==> src/rtl/jt10_adpcm_pkg.sv <==
// jt10_adpcm_pkg
//   Shared definitions for the ADPCM-A channel sequencer.
//   - PAGE_BITS: low byte-address bits below a start/end page (256-byte pages).
//   - ptr_width(): nibble-pointer width for a given byte-address width.
//   - slot_act_e: what the sequencer does with the channel in the current slot.
//   - Flag vectors use bit k = channel k throughout.
package jt10_adpcm_pkg;

    localparam int PAGE_BITS = 8;

    // A nibble pointer is the byte address plus one nibble-select bit.
    function automatic int ptr_width(input int addr_w);
        return addr_w + 1;
    endfunction

    typedef enum logic [2:0] {
        ACT_IDLE,
        ACT_KEYON,
        ACT_DUMP,
        ACT_PLAY,
        ACT_STOP,
        ACT_LOOP
    } slot_act_e;

endpackage

==> src/rtl/jt10_adpcm_chseq_if.sv <==
// jt10_adpcm_chseq_if
//   Register-side bus from the MMR block into the channel sequencer.
//   master: MMR block (drives everything); slave: sequencer.
//   ch_addr/addr_in/up_start/up_end/loop_in/up_loop : per-channel register writes
//   aon_mask/aon_dump/up_aon                        : key-on / dump command
//   clr_flags                                       : level clear of end flags
interface jt10_adpcm_chseq_if #(
    parameter int NCH    = 6,
    parameter int CHW    = 3,
    parameter int ADDR_W = 24
);
    import jt10_adpcm_pkg::*;

    localparam int PAGE_W = ADDR_W - PAGE_BITS;

    logic [CHW-1:0]    ch_addr;
    logic [PAGE_W-1:0] addr_in;
    logic              up_start;
    logic              up_end;
    logic              loop_in;
    logic              up_loop;
    logic [NCH-1:0]    aon_mask;
    logic              aon_dump;
    logic              up_aon;
    logic [NCH-1:0]    clr_flags;

    modport master (
        output ch_addr, addr_in, up_start, up_end, loop_in, up_loop,
               aon_mask, aon_dump, up_aon, clr_flags
    );

    modport slave (
        input  ch_addr, addr_in, up_start, up_end, loop_in, up_loop,
               aon_mask, aon_dump, up_aon, clr_flags
    );

endinterface

==> src/rtl/jt10_adpcm_chram.sv <==
// jt10_adpcm_chram
//   NCH-deep per-channel state file {on, loop, start, end, ptr}.
//   rd_*      : async read of entry rd_idx_i
//   seq_*     : sequencer write of {on, ptr} at seq_idx_i
//   host_*    : register write of start/end/loop at host_idx_i; indices >= NCH ignored
//   The two write ports own disjoint fields, so both land when they hit one entry.
//   Build option JT10_ADPCM_LOOP_EN: store the loop bit; otherwise loop reads as 0.
module jt10_adpcm_chram
    import jt10_adpcm_pkg::*;
#(
    parameter int NCH    = 6,
    parameter int CHW    = 3,
    parameter int ADDR_W = 24,
    parameter int PAGE_W = ADDR_W - PAGE_BITS,
    parameter int PTR_W  = ptr_width(ADDR_W)
) (
    input  logic              rst_n,
    input  logic              clk,
    input  logic [CHW-1:0]    rd_idx_i,
    output logic              rd_on_o,
    output logic              rd_loop_o,
    output logic [PAGE_W-1:0] rd_start_o,
    output logic [PAGE_W-1:0] rd_end_o,
    output logic [PTR_W-1:0]  rd_ptr_o,
    input  logic              seq_we_i,
    input  logic [CHW-1:0]    seq_idx_i,
    input  logic              seq_on_i,
    input  logic [PTR_W-1:0]  seq_ptr_i,
    input  logic [CHW-1:0]    host_idx_i,
    input  logic              host_start_we_i,
    input  logic              host_end_we_i,
    input  logic              host_loop_we_i,
    input  logic [PAGE_W-1:0] host_page_i,
    input  logic              host_loop_i
);
    logic              on_q    [NCH];
    logic [PAGE_W-1:0] start_q [NCH];
    logic [PAGE_W-1:0] end_q   [NCH];
    logic [PTR_W-1:0]  ptr_q   [NCH];
    logic              host_ok;

    assign host_ok = (int'(host_idx_i) < NCH);

    always_ff @(posedge clk or negedge rst_n) begin
        if (!rst_n) begin
            for (int i = 0; i < NCH; i++) begin
                on_q[i]    <= 1'b0;
                start_q[i] <= '0;
                end_q[i]   <= '0;
                ptr_q[i]   <= '0;
            end
        end else begin
            if (seq_we_i) begin
                on_q[seq_idx_i]  <= seq_on_i;
                ptr_q[seq_idx_i] <= seq_ptr_i;
            end
            if (host_ok && host_start_we_i) start_q[host_idx_i] <= host_page_i;
            if (host_ok && host_end_we_i)   end_q[host_idx_i]   <= host_page_i;
        end
    end

    assign rd_on_o    = on_q[rd_idx_i];
    assign rd_start_o = start_q[rd_idx_i];
    assign rd_end_o   = end_q[rd_idx_i];
    assign rd_ptr_o   = ptr_q[rd_idx_i];

`ifdef JT10_ADPCM_LOOP_EN
    logic [NCH-1:0] loop_q;

    always_ff @(posedge clk or negedge rst_n) begin
        if (!rst_n) begin
            loop_q <= '0;
        end else if (host_ok && host_loop_we_i) begin
            loop_q[host_idx_i] <= host_loop_i;
        end
    end

    assign rd_loop_o = loop_q[rd_idx_i];
`else
    logic unused_loop;
    assign unused_loop = host_loop_we_i ^ host_loop_i;
    assign rd_loop_o   = 1'b0;
`endif

endmodule

==> src/rtl/jt10_adpcm_chseq.sv <==
// jt10_adpcm_chseq
//   Parametrised ADPCM-A channel sequencer. One channel slot per cen_i; every
//   output is registered for the slot just processed (one cen of latency).
//   Ports: rst_n/clk, cen_i slot advance, mmr (register bus, slave),
//          cur_ch_o/slot_o/frame_o slot identity, addr_o/sel_o/roe_n_o ROM fetch,
//          decon_o/clr_dec_o decoder control, flags_o sticky end-of-sample flags.
//   Build option JT10_ADPCM_LOOP_EN enables per-channel looping (in jt10_adpcm_chram).
//
//   slot action | meaning
//   ACT_IDLE    | channel off, no command: ROM disabled, addr/sel held
//   ACT_KEYON   | pending key-on: restart at start page, clear decoder
//   ACT_DUMP    | pending dump: channel off, no flag
//   ACT_PLAY    | fetch current nibble, advance pointer
//   ACT_STOP    | fetch last nibble, channel off, set flag
//   ACT_LOOP    | fetch last nibble, pointer back to start page
module jt10_adpcm_chseq
    import jt10_adpcm_pkg::*;
#(
    parameter int NCH    = 6,
    parameter int CHW    = 3,
    parameter int ADDR_W = 24
) (
    input  logic               rst_n,
    input  logic               clk,
    input  logic               cen_i,
    jt10_adpcm_chseq_if.slave  mmr,
    output logic [NCH-1:0]     cur_ch_o,
    output logic [CHW-1:0]     slot_o,
    output logic               frame_o,
    output logic [ADDR_W-1:0]  addr_o,
    output logic               sel_o,
    output logic               roe_n_o,
    output logic               decon_o,
    output logic               clr_dec_o,
    output logic [NCH-1:0]     flags_o
);
    localparam int PAGE_W = ADDR_W - PAGE_BITS;
    localparam int PTR_W  = ptr_width(ADDR_W);
    localparam logic [CHW-1:0] LAST = CHW'(NCH - 1);

    logic [CHW-1:0]    s_q, s_d;
    logic [NCH-1:0]    pend_mask_q;
    logic              pend_dump_q;
    logic [NCH-1:0]    cur_ch_q, flags_q, flags_d, flag_set;
    logic [CHW-1:0]    slot_q;
    logic              frame_q;
    logic [ADDR_W-1:0] addr_q, addr_d;
    logic              sel_q, sel_d, roe_n_q, roe_n_d, decon_q, decon_d, clr_dec_q, clr_dec_d;

    logic              rd_on, rd_loop, seq_on, at_end;
    logic [PAGE_W-1:0] rd_start, rd_end;
    logic [PTR_W-1:0]  rd_ptr, seq_ptr, start_ptr;
    slot_act_e         act;

    jt10_adpcm_chram #(
        .NCH    (NCH),
        .CHW    (CHW),
        .ADDR_W (ADDR_W),
        .PAGE_W (PAGE_W),
        .PTR_W  (PTR_W)
    ) u_chram (
        .rst_n           (rst_n),
        .clk             (clk),
        .rd_idx_i        (s_q),
        .rd_on_o         (rd_on),
        .rd_loop_o       (rd_loop),
        .rd_start_o      (rd_start),
        .rd_end_o        (rd_end),
        .rd_ptr_o        (rd_ptr),
        .seq_we_i        (cen_i),
        .seq_idx_i       (s_q),
        .seq_on_i        (seq_on),
        .seq_ptr_i       (seq_ptr),
        .host_idx_i      (mmr.ch_addr),
        .host_start_we_i (mmr.up_start),
        .host_end_we_i   (mmr.up_end),
        .host_loop_we_i  (mmr.up_loop),
        .host_page_i     (mmr.addr_in),
        .host_loop_i     (mmr.loop_in)
    );

    assign s_d       = (s_q == LAST) ? '0 : s_q + 1'b1;
    assign start_ptr = {rd_start, {PAGE_BITS{1'b0}}, 1'b0};
    // Last nibble: low nibble of the final byte of the end page. An equality
    // test (not >=) lets a pointer with end < start wrap through 2^ADDR_W.
    assign at_end    = rd_ptr[0] && (rd_ptr[PTR_W-1:1] == {rd_end, {PAGE_BITS{1'b1}}});

    always_comb begin
        act = ACT_IDLE;
        if (pend_mask_q[s_q])  act = pend_dump_q ? ACT_DUMP : ACT_KEYON;
        else if (rd_on && at_end) act = rd_loop ? ACT_LOOP : ACT_STOP;
        else if (rd_on)        act = ACT_PLAY;
    end

    always_comb begin
        seq_on    = rd_on;
        seq_ptr   = rd_ptr;
        addr_d    = addr_q;
        sel_d     = sel_q;
        roe_n_d   = 1'b1;
        decon_d   = 1'b0;
        clr_dec_d = 1'b0;
        flag_set  = '0;
        case (act)
            ACT_KEYON: begin
                seq_on    = 1'b1;
                seq_ptr   = start_ptr + 1'b1;
                addr_d    = start_ptr[PTR_W-1:1];
                sel_d     = 1'b0;
                roe_n_d   = 1'b0;
                decon_d   = 1'b1;
                clr_dec_d = 1'b1;
            end
            ACT_DUMP: seq_on = 1'b0;
            ACT_PLAY, ACT_STOP, ACT_LOOP: begin
                addr_d  = rd_ptr[PTR_W-1:1];
                sel_d   = rd_ptr[0];
                roe_n_d = 1'b0;
                decon_d = 1'b1;
                if (act == ACT_PLAY) seq_ptr = rd_ptr + 1'b1;
                if (act == ACT_LOOP) seq_ptr = start_ptr;
                if (act == ACT_STOP) begin
                    seq_on         = 1'b0;
                    flag_set[s_q]  = 1'b1;
                end
            end
            default: ;
        endcase
    end

    // A new end on the same clk as a clear keeps the flag.
    assign flags_d = (flags_q & ~mmr.clr_flags) | (cen_i ? flag_set : '0);

    always_ff @(posedge clk or negedge rst_n) begin
        if (!rst_n) begin
            s_q         <= '0;
            pend_mask_q <= '0;
            pend_dump_q <= 1'b0;
            cur_ch_q    <= NCH'(1);
            slot_q      <= '0;
            frame_q     <= 1'b0;
            addr_q      <= '0;
            sel_q       <= 1'b0;
            roe_n_q     <= 1'b1;
            decon_q     <= 1'b0;
            clr_dec_q   <= 1'b0;
            flags_q     <= '0;
        end else begin
            flags_q <= flags_d;
            // A fresh command replaces the old one wholesale, so it must not
            // lose a bit to a consume landing on the same clk.
            if (mmr.up_aon) begin
                pend_mask_q <= mmr.aon_mask;
                pend_dump_q <= mmr.aon_dump;
            end else if (cen_i) begin
                pend_mask_q[s_q] <= 1'b0;
            end
            if (cen_i) begin
                s_q       <= s_d;
                cur_ch_q  <= NCH'(1) << s_q;
                slot_q    <= s_q;
                frame_q   <= (s_q == LAST);
                addr_q    <= addr_d;
                sel_q     <= sel_d;
                roe_n_q   <= roe_n_d;
                decon_q   <= decon_d;
                clr_dec_q <= clr_dec_d;
            end
        end
    end

    assign cur_ch_o  = cur_ch_q;
    assign slot_o    = slot_q;
    assign frame_o   = frame_q;
    assign addr_o    = addr_q;
    assign sel_o     = sel_q;
    assign roe_n_o   = roe_n_q;
    assign decon_o   = decon_q;
    assign clr_dec_o = clr_dec_q;
    assign flags_o   = flags_q;

endmodule

==> src/flat_wrapper.sv <==
// flat-port wrapper written by rule: the top's interface ports become plain ports
module jt10_adpcm_chseq_flat import jt10_adpcm_pkg::*;
#(
    parameter int NCH    = 6,
    parameter int CHW    = 3,
    parameter int ADDR_W = 24
)
  (rst_n, clk, cen_i, cur_ch_o, slot_o, frame_o, addr_o, sel_o, roe_n_o, decon_o, clr_dec_o, flags_o, mmr_ch_addr, mmr_addr_in, mmr_up_start, mmr_up_end, mmr_loop_in, mmr_up_loop, mmr_aon_mask, mmr_aon_dump, mmr_up_aon, mmr_clr_flags);
  jt10_adpcm_chseq_if #(.NCH(NCH), .CHW(CHW), .ADDR_W(ADDR_W)) mmr_i ();
  input  logic rst_n;
  input  logic clk;
  input  logic cen_i;
  output logic [NCH-1:0] cur_ch_o;
  output logic [CHW-1:0] slot_o;
  output logic frame_o;
  output logic [ADDR_W-1:0] addr_o;
  output logic sel_o;
  output logic roe_n_o;
  output logic decon_o;
  output logic clr_dec_o;
  output logic [NCH-1:0] flags_o;
  input wire logic [$bits(mmr_i.ch_addr)-1:0] mmr_ch_addr;
  input wire logic [$bits(mmr_i.addr_in)-1:0] mmr_addr_in;
  input wire logic [$bits(mmr_i.up_start)-1:0] mmr_up_start;
  input wire logic [$bits(mmr_i.up_end)-1:0] mmr_up_end;
  input wire logic [$bits(mmr_i.loop_in)-1:0] mmr_loop_in;
  input wire logic [$bits(mmr_i.up_loop)-1:0] mmr_up_loop;
  input wire logic [$bits(mmr_i.aon_mask)-1:0] mmr_aon_mask;
  input wire logic [$bits(mmr_i.aon_dump)-1:0] mmr_aon_dump;
  input wire logic [$bits(mmr_i.up_aon)-1:0] mmr_up_aon;
  input wire logic [$bits(mmr_i.clr_flags)-1:0] mmr_clr_flags;
  assign mmr_i.ch_addr = mmr_ch_addr;
  assign mmr_i.addr_in = mmr_addr_in;
  assign mmr_i.up_start = mmr_up_start;
  assign mmr_i.up_end = mmr_up_end;
  assign mmr_i.loop_in = mmr_loop_in;
  assign mmr_i.up_loop = mmr_up_loop;
  assign mmr_i.aon_mask = mmr_aon_mask;
  assign mmr_i.aon_dump = mmr_aon_dump;
  assign mmr_i.up_aon = mmr_up_aon;
  assign mmr_i.clr_flags = mmr_clr_flags;
  jt10_adpcm_chseq #(.NCH(NCH), .CHW(CHW), .ADDR_W(ADDR_W)) u_core (.rst_n(rst_n), .clk(clk), .cen_i(cen_i), .mmr(mmr_i), .cur_ch_o(cur_ch_o), .slot_o(slot_o), .frame_o(frame_o), .addr_o(addr_o), .sel_o(sel_o), .roe_n_o(roe_n_o), .decon_o(decon_o), .clr_dec_o(clr_dec_o), .flags_o(flags_o));
endmodule
==> config.mk <==
export PLATFORM = sky130hd
export DESIGN_NAME = jt10_adpcm_chseq_flat
export DESIGN_NICKNAME = d
export VERILOG_FILES = /design/src/rtl/jt10_adpcm_pkg.sv /design/src/rtl/jt10_adpcm_chseq_if.sv /design/src/rtl/jt10_adpcm_chram.sv /design/src/rtl/jt10_adpcm_chseq.sv /design/src/flat_wrapper.sv
export SDC_FILE = /design/constraint.sdc
export NUM_CORES = 1
export LEC_CHECK = 0
export BUFFER_PORTS_ARGS = -buffer_cell sky130_fd_sc_hd__buf_2
export CAP_MARGIN = 20
export CELL_PAD_IN_SITES_DETAIL_PLACEMENT = 0
export CELL_PAD_IN_SITES_GLOBAL_PLACEMENT = 2
export CORE_UTILIZATION = 38
export CTS_CLUSTER_DIAMETER = 150
export DETAILED_ROUTE_END_ITERATION = 10
export GPL_ROUTABILITY_DRIVEN = 0
export PLACE_DENSITY = 0.8
export SETUP_SLACK_MARGIN = 0.5
export SLEW_MARGIN = 20
export SYNTH_ARGS = -nofsm -noshare
export SYNTH_HDL_FRONTEND = slang
export SYNTH_SLANG_ARGS = --single-unit
==> constraint.sdc <==
create_clock -name clk -period 3.2 [get_ports clk]
set_input_delay 0.32 -clock clk [delete_from_list [all_inputs] [get_ports clk]]
set_output_delay 0.32 -clock clk [all_outputs]
set_load 0.02 [all_outputs]
==> flow_summary.yaml, run 1 <==
timing:
  tightestPinTransition_ns: 1.07
  timing.setup.tns_ns: -31.36
  period_utilization_post_route: 1.10
  final-setup-viol-count: 162
  period_minus_slack_ns: 3.53
  max_freq_mhz: 283
  rsz0062_at_grt: "true"
  report.final.hold_viol_count: 0
  final-max-slew-violation-count: 0
  worst_slack_ns: -0.335
  timing.max_slew.rel_slack: 0.278
  final.setup_skew_ns: 0.0198
pwr:
  vdd.ir_drop.worst_mv: 0.501
  powerDensity_mw_per_mm2: 1120
  power_switching_share: 0.405
  power.internal_mw: 17.0
  pwr-share-comb: 0.545
  total_switching_power_mw: 11.6
  p_leak_nw: 11.1
  pwr-share-seq: 0.268
  clock_network_fraction_of_design_power: 0.187
detailed_routing:
  detailedRoute.firstPassIterationCount: 5
  drt_first_iter_violations: 1010
  route.detailed.wl_per_inst_um: 21.6
  drt.antenna.violating_nets: 0
  post-route-drc-count: 0
  via_to_cell_ratio: 5.41
  totalWireLength_um: 59500
  num_vias: 14900
logic_synthesis:
  synthesis.area_per_instance_um2: 11.1
  yosys_register_bits: 401
  synth_flop_cell: "dfrtp_1"
  synth_xor_xnor_area_share: 0.0146
  post_synth_edffs: 0
  post-synth-top-area-fraction: 0.519
  synth_fp_nets: 1776
  yosysSeqAreaShare: 0.522
  ys_top_cells_by_area: "dfrtp_1 52%, mux2_2 12%, mux4_2 4.5%, o21ai_0 4.0%, nand2_1 3.8%"
  adder_cell_fraction_of_synth_area: 0.00130
  syn-cell-area_mm2: 0.0192
  yosysWarningCount: 0
  synthesis.instances: 1734
  combinational_family_with_the_most_area_after_synthesis: "multiplexers"
  asyncSetResetFlopFracSynth: 1.00
  post_synth_and_or_nand_nor_area_fraction: 0.109
  yosys-mux-area-fraction: 0.187
  synth_area_leader_cell: "dfrtp_1"
  synth-compound-area-share: 0.127
  synth_cell_types: 84
flow_run:
  drv.max_cap_violation_count: 0
floorplan:
  boundaryPins: 84
  placeableCoreArea_mm2: 0.0501
  initial_core_util: 0.384
  floorplan.rows: 82
  die_footprint_mm2: 0.0515
  die_h_um: 227
  die_x_um: 227
critical_path:
  worstSetupEndpointType: "register"
  critical_path.max_stage_delay_ns: 0.53
  cpMostUsedCell: "buf_6"
  startpoint_type: "register"
  timing.critical_path.arrival_ns: 3.97
  crit_type: "register to register"
  worst_ep_required_time_ns: 3.64
  cp_max_fo: 6
  crit_slowest_cell: "or4b_4"
  path_buf_inv: 5
  worstPathCellList: "buf_6 > bufbuf_16 > buf_4 > nor2_1 > o21ai_1 > a211oi_2 > a2111oi_4 > nor4b_4 > buf_6 > and3_4 > buf_6 > or4b_4 > mux2i_4 > o21ai_1"
  cp_top_family: "simple AND/OR/NAND/NOR gates"
run_status:
  run_status: "finished, violations left"
  violated_checks: "setup timing"
clock_network:
  tritoncts.num_buffers: 45
  ctsLongestPathBuffers: 3
  cts.htree.levels: 2
  clock_latency_ns: 0.58
  clockRootBuffer: "clkbuf_16"
  clkSinkCount: 401
  tritoncts: "done"
  clk_pin_slew_worst_paths_ns: 0.06
global_route:
  antenna_violations_before_repair: 0
  overflow: 0
  grt_pass1_wl_um: 90600
  grt_start_max_net_pins: 90
  first_global_vias: 15100
  gr-usage-all-layers: 0.234
layout:
  fillCellCount: 4497
  antennaDiodeCount: 0
  filler_free_cell_count_of_the_finished_design: 2751
  post_route_cells_drive_above_1_share: 0.436
  num-nets-final: 2087
  synthToLayoutAreaGrowth_pct: 32.5
place:
  placedCellCount: 2598
  detailedPlacementHpwl_um: 40700
  portBuffers: 81
  dp_slack_ns: -0.605
min_path:
  worst_hold_path_type: "primary input to register"
## metrics by stage
stage	total power [mW]	util	cell area [um2]	hold WS [ns]
after global placement	20.4	0.441	22100	0.391
after detailed placement	20.6	0.441	22100	0.395
final	28.5	0.509	25500	0.109
after CTS	27.3	0.492	24600	0.0907
after global routing	30.1	0.509	25500	0.128
after floorplan	15.0	-	19500	0.0244
## layout by cell type, fill, tap and decap left out, drive strengths merged, types with 8 or more instances in the layout
master,Yosys,final
dfrtp,399,399
buf,47,375
mux2,201,201
nand2,194,195
o21ai,162,162
nor2,126,126
a21oi,94,94
clkbuf,83,70
mux2i,48,48
mux4,38,38
inv,29,33
a31oi,26,26
nand2b,25,25
o22ai,21,21
and2,18,18
nand3,18,18
xor2,17,17
a22o,15,15
xnor2,15,15
dlygate4sd3,0,14
nor3,13,13
or2,12,12
o32ai,8,8
or3,8,8
## worst paths after layout
path                               startpoint                       end  slack (ns)  cells after the start
setup / recovery                u_core.s_q[2]  u_core.u_chram.ptr_q[64]       -0.33                     14
hold / removal                     mmr_up_aon     u_core.pend_mask_q[5]        0.11                      3
setup reg to reg                u_core.s_q[2]  u_core.u_chram.ptr_q[64]       -0.33                     14
hold reg to reg            u_core.cur_ch_o[0]        u_core.cur_ch_o[0]        0.47                      2
max in group asynchronous               rst_n  u_core.u_chram.end_q[21]        1.79                      3
min in group asynchronous               rst_n         u_core.flags_o[3]        0.37                      2
## state kept, by name (all words and copies together), names as in the netlist, 5 cells and up
register	flops
u_core.u_chram.ptr_q	150
u_core.u_chram.end_q	96
u_core.u_chram.start_q	96
u_core.addr_o	24
u_core.flags_o	6
u_core.pend_mask_q	6
u_core.u_chram.on_q	6
u_core.cur_ch_o	5
## cell families after synthesis
kind of cell,Yosys count
AO/OA/AOI/OAI,401
buffers and inverters,159
multiplexers,287
adder cells (fa/ha/maj),2
AND/OR/NAND/NOR,452
XOR/XNOR,32
flip-flops,401
## cells in the mapped netlist (all sizes together) (15+ instances only)
| library cell | number |
|---|---|
| clkbuf | 83 |
| o22ai | 21 |
| a21oi | 94 |
| nand2 | 194 |
| o21ai | 162 |
| mux4 | 38 |
| xor2 | 17 |
| a31oi | 26 |
| nand3 | 18 |
| buf | 47 |
| and2 | 18 |
| mux2 | 201 |
| xnor2 | 15 |
| a22o | 15 |
| mux2i | 48 |
| nand2b | 25 |
| inv | 29 |
| dfrtp | 399 |
| nor2 | 126 |
## tightest hold or removal path, delay by kind of cell
kind / cells / cell delay, ns
buf+inv: 1 / 0.18
simple gates: 1 / 0.08
compound gates: 1 / 0.06
## metal layers
layer	share of wire	wire [um]	track usage	up-vias
li1	-	-	-	6822
met1	0.45	26600	0.318	7571
met2	0.47	28000	0.374	383
met3	0.049	2940	0.0438	111
met4	0.033	1950	0.0831	0
met5	0	0	0	-
## power by group through the flow
stage / combinational (mW) / clock (mW) / sequential, mW
2_1_floorplan: 7.41 / 0 / 7.59
3_3_place_gp: 12.7 / 0 / 7.64
3_5_place_dp: 12.8 / 0 / 7.72
4_1_cts: 14.2 / 5.46 / 7.64
5_1_grt: 16.6 / 5.66 / 7.83
6_report: 15.6 / 5.34 / 7.64
## timing repair
item | in CTS | in global routing
gates resized for setup | 158 | 143
setup endpoints to repair | 189 | 189
cloned | 6 | 7
buffers inserted | 25 | 20
hold buffers | 14 | 0
pin swaps | 29 | 48
hold endpoints to repair | 92 | 0
## cell type report
class	count	area (um2)	share of cell area
Timing Repair Buffer	393	3360	0.132
Tap cell	672	841	0.0330
Clock buffer	67	1360	0.0533
Sequential cell	401	10000	0.394
Clock inverter	14	174	0.00682
Multi-Input combinational cell	1175	9590	0.376
Inverter	29	116	0.00457
(Power assumes the default switching activity.)
==> run 2, diff against run 1 <==
--- a/config.mk
+++ b/config.mk
@@ -9,13 +9,15 @@
 export CAP_MARGIN = 20
 export CELL_PAD_IN_SITES_DETAIL_PLACEMENT = 0
 export CELL_PAD_IN_SITES_GLOBAL_PLACEMENT = 2
-export CORE_UTILIZATION = 38
+export CORE_UTILIZATION = 40
 export CTS_CLUSTER_DIAMETER = 150
 export DETAILED_ROUTE_END_ITERATION = 10
 export GPL_ROUTABILITY_DRIVEN = 0
-export PLACE_DENSITY = 0.8
+export GPL_TIMING_DRIVEN = 0
+export PLACE_DENSITY = 0.73
 export SETUP_SLACK_MARGIN = 0.5
 export SLEW_MARGIN = 20
 export SYNTH_ARGS = -nofsm -noshare
 export SYNTH_HDL_FRONTEND = slang
+export SYNTH_HIERARCHICAL = 1
 export SYNTH_SLANG_ARGS = --single-unit
==> run 2 against run 1 <==
The flow still finishes with violations (setup timing). Sequential power down 3.3%. Sequential share of layout area increased by 0.60 points. Combinational power fell by 20%. Die area decreased by 4.4%. Critical endpoint is now u_core/u_chram/ptr_q[140].
==> flow_summary.yaml, run 2 <==
run_status:
  violated_checks: "setup timing"
  run_status: "finished, violations left"
timing:
  timing.max_slew.rel_slack: 0.348
  worst_slack_ns: -0.524
  timing.setup.tns_ns: -47.05
  period_minus_slack_ns: 3.72
  max_freq_mhz: 269
  tightestPinTransition_ns: 0.977
  final-setup-viol-count: 162
  report.final.hold_viol_count: 0
  final.setup_skew_ns: 0.0210
  rsz0062_at_grt: "true"
  final-max-slew-violation-count: 0
  period_utilization_post_route: 1.16
  hold_ws_ns: 0.0431
critical_path:
  critical_path.max_stage_delay_ns: 0.50
  worst_ep_required_time_ns: 3.66
  startpoint_type: "register"
  crit_type: "register to register"
  worst-r2r-setup-slack_ns: -0.52
  worstPathCellList: "buf_12 > buf_16 > buf_12 > mux2_4 > nand2_2 > o221ai_4 > buf_8 > xor2_2 > nor4_2 > and4_1 > clkbuf_8 > or4b_4 > buf_6 > o211ai_1 > o2111ai_4 > mux2_4"
  timing.rr.start: "u_core/s_q[1]"
  r2r.worst_path.cells: 16
  crit_slowest_cell: "or4b_4"
  r2r_end: "u_core/u_chram/ptr_q[140]"
  cp_max_fo: 7
  worstSetupEndpointType: "register"
  timing.critical_path.arrival_ns: 4.18
place:
  dp_slack_ns: -1.43
  detailedPlacementHpwl_um: 38800
  portBuffers: 78
  post_dp_cell_area_mm2: 0.0211
logic_synthesis:
  post-synth-top-count-cell: "mux2_2"
  yosysWarningCount: 6
  synthesis.area_per_instance_um2: 12.8
  synth_cell_types: 64
  syn-cell-area_mm2: 0.0193
  yosysSeqAreaShare: 0.519
  post_synth_edffs: 0
  synth_flop_cell: "dfrtp_1"
  yosys-top-cells-count: "409 x mux2_2, 399 x dfrtp_1, 128 x mux2i_1"
  synthesis.instances: 1509
  asyncSetResetFlopFracSynth: 1.00
  post-synth-top-area-fraction: 0.516
  synth_fp_nets: 1551
  synth_area_leader_cell: "dfrtp_1"
  yosys_register_bits: 401
  ys_top_cells_by_area: "dfrtp_1 52%, mux2_2 24%, mux2i_1 6.6%, o221ai_1 2.6%, nand2_1 2.5%"
min_path:
  worst_hold_path_type: "primary input to register"
  worstHoldEndpoint: "u_core/u_chram/start_q[69]"
  holdPathStages: 2
  worstHoldStart: "mmr_addr_in[5]"
detailed_routing:
  via_to_cell_ratio: 5.61
  num_vias: 13300
  drt.antenna.violating_nets: 0
  post-route-drc-count: 0
  route.detailed.wl_per_inst_um: 24.4
  drt_first_iter_violations: 741
  totalWireLength_um: 58000
  detailedRoute.firstPassIterationCount: 5
layout:
  largest_reg_flops: 150
  post_route_cells_drive_above_1_share: 0.503
  max_flop_register: "u_core/u_chram/ptr_q"
  final_util: 0.526
  post-route-cell-area_mm2: 0.0251
  reg.largest.list: "u_core/u_chram/ptr_q: 150 flops, u_core/u_chram/end_q: 96 flops, u_core/u_chram/start_q: 96 flops"
  mostFrequentLayoutCells: "396 x dfrtp_1, 363 x mux2_2, 117 x nand2_1"
  synthToLayoutAreaGrowth_pct: 29.7
  num-nets-final: 1769
  layout_commonest_cell: "dfrtp_1"
clock_network:
  ctsLongestPathBuffers: 3
  tritoncts.num_buffers: 46
  clock_latency_ns: 0.59
  clkSinkCount: 401
  clockRootBuffer: "clkbuf_16"
  clk_pin_slew_worst_paths_ns: 0.06
  tritoncts: "done"
  cts.htree.levels: 2
floorplan:
  floorplan.rows: 80
  die_x_um: 222
  die_footprint_mm2: 0.0493
  die_h_um: 222
  initial_core_util: 0.405
  placeableCoreArea_mm2: 0.0477
  boundaryPins: 84
global_route:
  gr-usage-all-layers: 0.237
  antenna_violations_before_repair: 2
  overflow: 0
  grt_start_max_net_pins: 99
  grt_pass1_wl_um: 87800
  first_global_vias: 13800
pwr:
  p_leak_nw: 11.0
  vdd.ir_drop.worst_mv: 0.462
  powerDensity_mw_per_mm2: 1010
flow_run:
  drv.max_cap_violation_count: 0
-- run 2: cell types whose count changed in the layout (fill, tap and decap cells not counted), moves of 53 or more --
| cell | delta |
|---|---|
| mux2_2 | +163 |
| buf_4 | -149 |
| nor2_1 | -98 |
| o21ai_1 | -83 |
| nand2_1 | -68 |
| a21oi_1 | -53 |
| mux2i_1 | +53 |
-- run 2: how the worst max path moves through the flow --
stage / startpoint / endpoint / slack (ns) / depth (start not counted)
after floorplan: u_core/s_q[1] / u_core/u_chram/ptr_q[121] / 0.05 / 14
after detailed placement: u_core/s_q[2] / u_core/u_chram/ptr_q[147] / -1.43 / 10
final: u_core/s_q[1] / u_core/u_chram/ptr_q[140] / -0.52 / 16
after CTS: u_core/s_q[1] / u_core/u_chram/ptr_q[96] / -0.54 / 16
after global placement: rst_n / u_core/s_q[0] / -6.78 / 1
after global routing: u_core/s_q[1] / u_core/u_chram/ptr_q[115] / -0.63 / 16
-- run 2: through the flow --
step | instances | total power [mW]
2_1_floorplan | 1509 | 13.7
3_3_place_gp | 2202 | 16.9
3_5_place_dp | 2206 | 17.0
4_1_cts | 2352 | 24.4
5_1_grt | 2377 | 26.4
6_report | 2379 | 25.2
-- run 2: routing by layer --
metal  vias to the layer above  share of wire  GRT usage
li1                       5972              -          -
met1                      7024           0.45      0.326
met2                       273           0.48      0.386
met3                        71          0.047     0.0407
met4                         0          0.020     0.0632
met5                         -              0          0
-- run 2: what timing repair did --
action	in CTS	in global routing
cloned	2	0
setup endpoints to repair	189	187
resized for setup	213	105
hold buffers	30	0
hold endpoints to repair	92	0
buffers inserted	31	25
pin swaps	34	31
-- run 2: kinds of logic (layout without fill, tap and decap cells) --
family,after synthesis,count (layout),share of synthesized area
AO/OA/AOI/OAI,181,181,0.0677
XOR/XNOR,17,17,0.00770
adder cells (fa/ha/maj),2,2,0.00129
buffers and inverters,134,387,0.0343
flip-flops,401,401,0.519
multiplexers,542,542,0.307
other,1,3,0.000194
AND/OR/NAND/NOR,231,231,0.0627
-- run 2: power breakdown --
group | internal [mW] | switching (mW) | total (mW)
clock network | 3.27 | 2.12 | 5.39
logic | 5.45 | 7.01 | 12.5
registers | 6.56 | 0.829 | 7.39
total | 15.3 | 9.96 | 25.2
-- run 2: layout make-up --
type                    instances  area, um2
well taps                     615        769
clock buffers                  66       1320
diodes                          2       5.00
fillers                      4198      22600
flip-flops and latches        401      10000
plain buffers                 113       1070
inverters                      21       78.8
multi-input cells             974      10300
repair buffers                170       1310
clock inverters                17        236
-- run 2: critical path: cells and delay by family, from the launching register on --
kind,cells,cell delay [ns]
and+or+nand+nor,4,0.85
DFF,1,0.46
buffers and inverters,6,0.89
xor gates and xnor gates,1,0.15
AOI/OAI and AO/OA,3,0.64
muxes,2,0.60
